## config.mk

```make
export PLATFORM = sky130hd
export DESIGN_NAME = add_accum_pipe_flat
export DESIGN_NICKNAME = d
export VERILOG_FILES = /design/src/rtl/add_accum_pipe_pkg.sv /design/src/rtl/add_accum_pipe_if.sv /design/src/rtl/add_accum_pipe_sat_unit.sv /design/src/rtl/add_accum_pipe.sv /design/src/flat_wrapper.sv
export SDC_FILE = /design/constraint.sdc
export NUM_CORES = 1
export LEC_CHECK = 0
export BUFFER_PORTS_ARGS = -buffer_cell sky130_fd_sc_hd__buf_2
export CAP_MARGIN = 5
export CELL_PAD_IN_SITES_DETAIL_PLACEMENT = 1
export CELL_PAD_IN_SITES_GLOBAL_PLACEMENT = 2
export CORE_ASPECT_RATIO = 0.9
export CORE_MARGIN = 8
export CORE_UTILIZATION = 39
export CTS_CLUSTER_DIAMETER = 40
export CTS_CLUSTER_SIZE = 20
export DETAILED_ROUTE_END_ITERATION = 10
export MAX_ROUTING_LAYER = met4
export PLACE_DENSITY = 0.91
export SETUP_SLACK_MARGIN = 0.1
export SLEW_MARGIN = 10
export SYNTH_ARGS = -nofsm -noshare
export SYNTH_HDL_FRONTEND = slang
export SYNTH_SLANG_ARGS = --single-unit
export TNS_END_PERCENT = 30
```

## constraint.sdc

```tcl
create_clock -name clk -period 4.7 [get_ports clk]
set_input_delay 0.94 -clock clk [delete_from_list [all_inputs] [get_ports clk]]
set_output_delay 0.94 -clock clk [all_outputs]
set_load 0.05 [all_outputs]
```

## src/rtl/add_accum_pipe_pkg.sv

```systemverilog
// Shared definitions for the add/accumulate pipeline: operating modes and
// the helpers that decode them.
package add_accum_pipe_pkg;

   typedef enum logic [1:0] {
      MODE_WRAP    = 2'd0,
      MODE_SAT     = 2'd1,
      MODE_ACC     = 2'd2,
      MODE_ACC_SAT = 2'd3
   } mode_e;

   function automatic logic mode_is_acc(mode_e m);
      return (m == MODE_ACC) || (m == MODE_ACC_SAT);
   endfunction

   function automatic logic mode_is_sat(mode_e m);
      return (m == MODE_SAT) || (m == MODE_ACC_SAT);
   endfunction

   // With accumulation disabled, modes 2/3 fold onto their plain counterparts.
   function automatic mode_e mode_fold(logic [1:0] raw, bit acc_en);
      return acc_en ? mode_e'(raw) : mode_e'({1'b0, raw[0]});
   endfunction

endpackage

```

## src/rtl/add_accum_pipe_if.sv

```systemverilog
// Operand/result stream bundle for add_accum_pipe. The master drives operands
// and consumes results; the slave is the pipeline.
interface add_accum_pipe_if #(
   parameter int W = 8
);
   logic         in_valid;
   logic         in_ready;
   logic [W-1:0] a;
   logic [W-1:0] b;
   logic [1:0]   mode;
   logic         acc_clr;
   logic         out_valid;
   logic         out_ready;
   logic [W-1:0] y;
   logic         ovf;

   modport master (
      output in_valid, a, b, mode, acc_clr, out_ready,
      input  in_ready, out_valid, y, ovf
   );

   modport slave (
      input  in_valid, a, b, mode, acc_clr, out_ready,
      output in_ready, out_valid, y, ovf
   );
endinterface

```

## src/rtl/add_accum_pipe_sat_unit.sv

```systemverilog
// Combinational W+1-bit unsigned add with optional clamp to all-ones.
// ovf always reports the raw carry-out, clamped or not.
module add_sat_unit #(
   parameter int W = 8
) (
   input  logic [W-1:0] a_i,
   input  logic [W-1:0] b_i,
   input  logic         sat_i,
   output logic [W-1:0] y_o,
   output logic         ovf_o
);
   logic [W:0] sum;

   assign sum   = {1'b0, a_i} + {1'b0, b_i};
   assign ovf_o = sum[W];
   assign y_o   = (sat_i && sum[W]) ? {W{1'b1}} : sum[W-1:0];
endmodule

```

## src/rtl/add_accum_pipe.sv

```systemverilog
// Two-stage valid/ready adder pipeline with wrap, saturate and accumulate modes.
// S1 holds the operand beat, S2 holds the result; the accumulator updates at S2 load.
module add_accum_pipe
   import add_accum_pipe_pkg::*;
#(
   parameter int W      = 8,
   parameter bit ACC_EN = 1'b1
) (
   input logic              clk,
   input logic              rst,
   add_accum_pipe_if.slave  bus
);
   logic         s1_valid_q, s1_valid_d;
   logic [W-1:0] s1_a_q, s1_a_d;
   logic [W-1:0] s1_b_q, s1_b_d;
   mode_e        s1_mode_q, s1_mode_d;
   logic         s2_valid_q, s2_valid_d;
   logic [W-1:0] y_q, y_d;
   logic         ovf_q, ovf_d;
   logic [W-1:0] acc_q, acc_d;

   logic         s2_load;
   logic         in_fire;
   logic         s1_acc;
   logic [W-1:0] op2;
   logic [W-1:0] sum_y;
   logic         sum_ovf;

   assign s2_load     = s1_valid_q && (!s2_valid_q || bus.out_ready);
   assign bus.in_ready = !s1_valid_q || s2_load;
   assign in_fire     = bus.in_valid && bus.in_ready;
   assign s1_acc      = mode_is_acc(s1_mode_q);

   // A clear in the same cycle as an accumulate load takes effect first.
   assign op2 = s1_acc ? (bus.acc_clr ? '0 : acc_q) : s1_b_q;

   add_sat_unit #(.W(W)) u_sat_unit (
      .a_i   (s1_a_q),
      .b_i   (op2),
      .sat_i (mode_is_sat(s1_mode_q)),
      .y_o   (sum_y),
      .ovf_o (sum_ovf)
   );

   always_comb begin
      // NOTE: every next-state value is defaulted to its current value first, so no path leaves it unassigned and no latch is inferred.
      s1_valid_d = s1_valid_q;
      s1_a_d     = s1_a_q;
      s1_b_d     = s1_b_q;
      s1_mode_d  = s1_mode_q;
      s2_valid_d = s2_valid_q;
      y_d        = y_q;
      ovf_d      = ovf_q;
      acc_d      = acc_q;

      if (in_fire) begin
         s1_valid_d = 1'b1;
         s1_a_d     = bus.a;
         s1_b_d     = bus.b;
         s1_mode_d  = mode_fold(bus.mode, ACC_EN);
      end else if (s2_load) begin
         s1_valid_d = 1'b0;
      end

      if (s2_load) begin
         s2_valid_d = 1'b1;
         y_d        = sum_y;
         ovf_d      = sum_ovf;
      end else if (bus.out_ready) begin
         s2_valid_d = 1'b0;
      end

      if (s2_load && s1_acc) begin
         acc_d = sum_y;
      end else if (bus.acc_clr) begin
         acc_d = '0;
      end
   end

   always_ff @(posedge clk or posedge rst) begin
      if (rst) begin
         s1_valid_q <= 1'b0;
         s1_a_q     <= '0;
         s1_b_q     <= '0;
         s1_mode_q  <= MODE_WRAP;
         s2_valid_q <= 1'b0;
         y_q        <= '0;
         ovf_q      <= 1'b0;
         acc_q      <= '0;
      end else begin
         // NOTE: registers take non-blocking assignments so every flop samples pre-edge values regardless of statement order.
         s1_valid_q <= s1_valid_d;
         s1_a_q     <= s1_a_d;
         s1_b_q     <= s1_b_d;
         s1_mode_q  <= s1_mode_d;
         s2_valid_q <= s2_valid_d;
         y_q        <= y_d;
         ovf_q      <= ovf_d;
         acc_q      <= acc_d;
      end
   end

   assign bus.out_valid = s2_valid_q;
   assign bus.y         = y_q;
   assign bus.ovf       = ovf_q;
endmodule

```

## src/flat_wrapper.sv

```systemverilog
// flat-port wrapper written by rule: the top's interface ports become plain ports
module add_accum_pipe_flat import add_accum_pipe_pkg::*;
#(
   parameter int W      = 8,
   parameter bit ACC_EN = 1'b1
)
  (clk, rst, bus_in_valid, bus_a, bus_b, bus_mode, bus_acc_clr, bus_out_ready, bus_in_ready, bus_out_valid, bus_y, bus_ovf);
  add_accum_pipe_if #(.W(W)) bus_i ();
  input logic clk;
  input logic rst;
  input wire logic [$bits(bus_i.in_valid)-1:0] bus_in_valid;
  input wire logic [$bits(bus_i.a)-1:0] bus_a;
  input wire logic [$bits(bus_i.b)-1:0] bus_b;
  input wire logic [$bits(bus_i.mode)-1:0] bus_mode;
  input wire logic [$bits(bus_i.acc_clr)-1:0] bus_acc_clr;
  input wire logic [$bits(bus_i.out_ready)-1:0] bus_out_ready;
  output wire logic [$bits(bus_i.in_ready)-1:0] bus_in_ready;
  output wire logic [$bits(bus_i.out_valid)-1:0] bus_out_valid;
  output wire logic [$bits(bus_i.y)-1:0] bus_y;
  output wire logic [$bits(bus_i.ovf)-1:0] bus_ovf;
  assign bus_i.in_valid = bus_in_valid;
  assign bus_i.a = bus_a;
  assign bus_i.b = bus_b;
  assign bus_i.mode = bus_mode;
  assign bus_i.acc_clr = bus_acc_clr;
  assign bus_i.out_ready = bus_out_ready;
  assign bus_in_ready = bus_i.in_ready;
  assign bus_out_valid = bus_i.out_valid;
  assign bus_y = bus_i.y;
  assign bus_ovf = bus_i.ovf;
  add_accum_pipe #(.W(W), .ACC_EN(ACC_EN)) u_core (.clk(clk), .rst(rst), .bus(bus_i));
endmodule
```

==> metrics list <==
- The flow ran to the end, and the final reports show no timing, DRC or antenna violations.
- Max-cap violations in this run came to 0.
- The critical path is of the input port to register type.
* Data arrival time of the critical path: 3.11 ns
- IR analysis of the VDD net gives a maximum drop of between 0.2 and 0.25 mV.
- The first global-routing pass estimated roughly 6800 um of wire.
- For the pin with the worst max-slew slack, the measured transition is roughly 0.52 ns.
- TritonRoute pass-1 iters: 4
- Worst rel slew slack: about 65%
- Count of input and output buffers: 33
- Initial core utilization: 40.0%
* Critical-path maximum fanout: 10
- Unrepaired setup endpoints after global routing: no
- Root buffer cell: sky130_fd_sc_hd__clkbuf_8
- Synthesis Warnings: 0
* R2R Path End: u_core.acc_q[7]
* # nets final: 239
- The floorplan step set the die height to between 80 and 90 um.
- Clk slew on worst S/H paths: roughly 0.07 ns
- The cell area that synthesis handed to floorplanning was 1920 um^2.
- At the worst endpoint, the required time is roughly 5 ns.
- For this run, the top clock speed supported by timing is approximately 340 MHz.
* Cell seen most often among critical-path stages: sky130_fd_sc_hd__nor2b_1
- The core region is between 4000 and 5000 um^2.
* Ratio of routed vias to standard cells: roughly 4.9
- For this block, the routed nets add up to 4000 um of wire.
- # IOs: 34
- The number of global-route vias before repair came to 1,446.
* CTS tree: yes
* Max Transition Viols Final: 0
* Critical Path Sink Type: register
- The cell count after synthesis came out at 170.
* DRT antenna net count: 0
- Post-layout minimum cycle time: 2.92 ns
* Multi-input combinational cell area: about 940 um^2
- Stages on the worst setup path: 11
- At the end of routability-driven placement, the weighted congestion stood at 0.805.
- Proportion of layout cells with a drive suffix above 1: a little over a third
- Clock sink total: 37
- Final TNS setup: 0 ns
- For this block, the initial DRC count from the detailed router was 62.
- For this run, design rule violations remaining after detail routing come to 0.
- Entering global routing, the biggest net connects 38 pins.
- Across all layers, the routed design uses approximately 1.3k vias.
* Cell Count Post-Placement: 265
- Across every metal layer, demand over resource in global routing totals about an eighth.
- CP cell instances: buf_2, nor2b_1, mux2_2, ha_1, inv_1, fa_1, nand2b_1, a211oi_2, o211ai_4, nor2b_1, a22oi_1
* Leakage: around 1.0 nW
* Initial antenna violation count: 0
- Register area share after synthesis: about half
- Summing all flip-flop and latch instances after layout gives slightly above 900 um^2.
- Summed over all nets, the half-perimeter wirelength after detailed placement is 3150 um.
- Crit path buf inv count: 2
* Leading area contributor after synthesis: sky130_fd_sc_hd__dfrtp_1
- Hold violation total from the final report: 0
- After floorplanning, the core was divided into 24 placement rows.
- Critical Path Source Type: input port
- Of the post-synthesis cell area, the dominant cell type holds about 48%.
* Number of standard cells in the layout, taps in and fillers out: around 270
- Worst setup path endpoint: u_core.acc_q[7]
- The number of nets in the synthesized netlist is 202.
- Post-CTS setup buffer count: 0
- The worst register-to-register path begins at u_core.s1_mode_q[1].
- Slowest CP cell: sky130_fd_sc_hd__fa_1
* Clock latency on the worst-skew pair: ~0.29 ns
- In this run the worst hold path is classified as register to register.
- Worst setup skew after layout: 0.00529 ns
- Maximum root-to-sink buffer count: 2
- A synthesized cell averages ~11 um^2.
* Wire length per cell: 14.7 um
- The setup check on the worst reg-to-reg path leaves a slack of roughly 2.0 ns.
- Setup violations remaining at the end of the flow were counted as 0.
* Die area: about 7400 um^2
- The number of antenna diodes in the final layout is 0.
- The filler cells instantiated in the layout total about 560.
* Count of different cell masters after synthesis: 39
- Synthesis inferred 37 register bits.
- Dividing the final minimum period by the clock period gives 62.0%.
* Pwr Density: a little over 500 nW/um^2
* Number of buffers inserted for hold repair after clock tree synthesis: 0
* Worst reg2reg path depth: 9
* TritonCTS Buffers: 5
* Worst path max stage delay: between 0.3 and 0.4 ns
- Broken down by cell family, the worst path's largest delay share belongs to compound AO/OA/AOI/OAI gates.
- Count of cells resized by post-cts repair: 0
* Layout Area Growth over Synthesis: 16.6%
* Critical Path Start: bus_acc_clr
- Ranked by total cell area, the synthesized netlist is headed by sky130_fd_sc_hd__dfrtp_1 (48%), sky130_fd_sc_hd__mux2_2 (12%), sky130_fd_sc_hd__ha_1 (5.2%), sky130_fd_sc_hd__nand2_1 (3.1%), sky130_fd_sc_hd__nand2b_1 (2.6%).
- Overall die width: ~90 um
- Summed over all layers, the global routing overflow is 0.
* Max H-tree Level: 2
[kinds of logic (layout without fill, tap and decap cells)]
group	count (synthesis)	in the layout	synth area share [%]
AO/OA/AOI/OAI	37	37	13.9
flip-flops	37	37	48.1
multiplexers	24	24	13.9
adder cells (fa/ha/maj)	9	9	6.25
buffers and inverters	13	50	2.86
AND/OR/NAND/NOR	46	46	12.8
XOR/XNOR	4	4	2.21
[routing by layer]
metal  track usage (%)  vias to the layer above  routed length, um  part of all wire [%]
li1                  -                      665                  -                     -
met1              14.5                      630               1970                    49
met2              18.6                       20               1830                    46
met3              4.52                        5                158                   3.9
met4              3.48                        0                 46                   1.1
met5                 -                        -                  0                     0
[state kept, by name, indices dropped and copies added (netlist names)]
register and flops:
u_core.s1_valid_q 1, u_core.bus.out_valid 1, u_core.bus.ovf 1, u_core.s1_mode_q 2, u_core.acc_q 8, u_core.s1_a_q 8, u_core.bus.y 8, u_core.s1_b_q 8
[how the worst min path moves through the flow]
stage	startpoint	endpoint	slack (ns)	depth (start not counted)
6_report	u_core.bus.y[4]	u_core.bus.y[4]	0.47	2
2_1_floorplan	u_core.s1_valid_q	u_core.bus.out_valid	0.47	1
3_3_place_gp	u_core.bus.y[4]	u_core.bus.y[4]	0.46	2
3_5_place_dp	u_core.bus.y[4]	u_core.bus.y[4]	0.46	2
4_1_cts	u_core.bus.y[4]	u_core.bus.y[4]	0.48	2
5_1_grt	u_core.bus.y[2]	u_core.bus.y[2]	0.51	2
[layout by cell type (no fill, tap or decap), types with 2 or more instances in the layout]
cell / instances
sky130_fd_sc_hd__o22a_1: 2
sky130_fd_sc_hd__mux2_2: 21
sky130_fd_sc_hd__xnor2_1: 2
sky130_fd_sc_hd__dfrtp_1: 37
sky130_fd_sc_hd__nand2_1: 16
sky130_fd_sc_hd__o21ai_0: 6
sky130_fd_sc_hd__o21ai_1: 6
sky130_fd_sc_hd__nand3b_1: 5
sky130_fd_sc_hd__o21ai_2: 2
sky130_fd_sc_hd__a31oi_1: 2
sky130_fd_sc_hd__nor2b_1: 6
sky130_fd_sc_hd__clkbuf_8: 6
sky130_fd_sc_hd__a211oi_2: 2
sky130_fd_sc_hd__inv_1: 9
sky130_fd_sc_hd__a21o_1: 2
sky130_fd_sc_hd__a21oi_1: 6
sky130_fd_sc_hd__buf_2: 33
sky130_fd_sc_hd__nand2b_1: 8
sky130_fd_sc_hd__nor2_1: 6
sky130_fd_sc_hd__mux2i_1: 3
sky130_fd_sc_hd__ha_1: 8
[synthesized netlist by cell type, drive strengths merged]
cell,count
a211oi,3
a21boi,1
a21o,2
a21oi,6
a22oi,1
a2bb2oi,2
a31oi,2
and2,2
buf,4
dfrtp,37
fa,1
ha,8
inv,9
mux2,21
mux2i,3
nand2,17
nand2b,8
nand3,1
nand3b,5
nor2,7
nor2b,6
o211ai,2
o21a,1
o21ai,14
o21bai,1
o22a,2
xnor2,3
xor2,1
[worst min-delay path, stage by stage, from the launching register on]
cell and delay (ns):
sky130_fd_sc_hd__dfrtp_1 0.34, sky130_fd_sc_hd__nand2_1 0.06, sky130_fd_sc_hd__o21ai_2 0.05
[report_power, final]
group | switching (mW) | internal [mW] | total (mW)
logic | 0.322 | 0.188 | 0.510
registers | 0.0434 | 0.394 | 0.437
clock network | 0.102 | 0.116 | 0.218
total | 0.467 | 0.698 | 1.17
[cell type report]
cell class,instances,area share (%)
multi-input combinational,120,42.0
sequential,37,41.3
timing repair buffer,34,7.70
clock buffer,7,3.85
tap,65,3.63
inverter,9,1.51
[stage by stage]
step | instance area [um^2] | setup WS [ns] | hold WS, ns | util, % | total power [mW]
after floorplan | 1920 | 1.87 | 0.471 | - | 0.839
after global placement | 2160 | 1.57 | 0.458 | 44.9 | 0.948
after detailed placement | 2160 | 1.51 | 0.463 | 44.9 | 0.960
after CTS | 2240 | 1.79 | 0.479 | 46.7 | 1.18
after global routing | 2240 | 1.63 | 0.514 | 46.7 | 1.25
final | 2240 | 1.78 | 0.474 | 46.7 | 1.17
No activity file was read; power rests on OpenSTA's default activity.
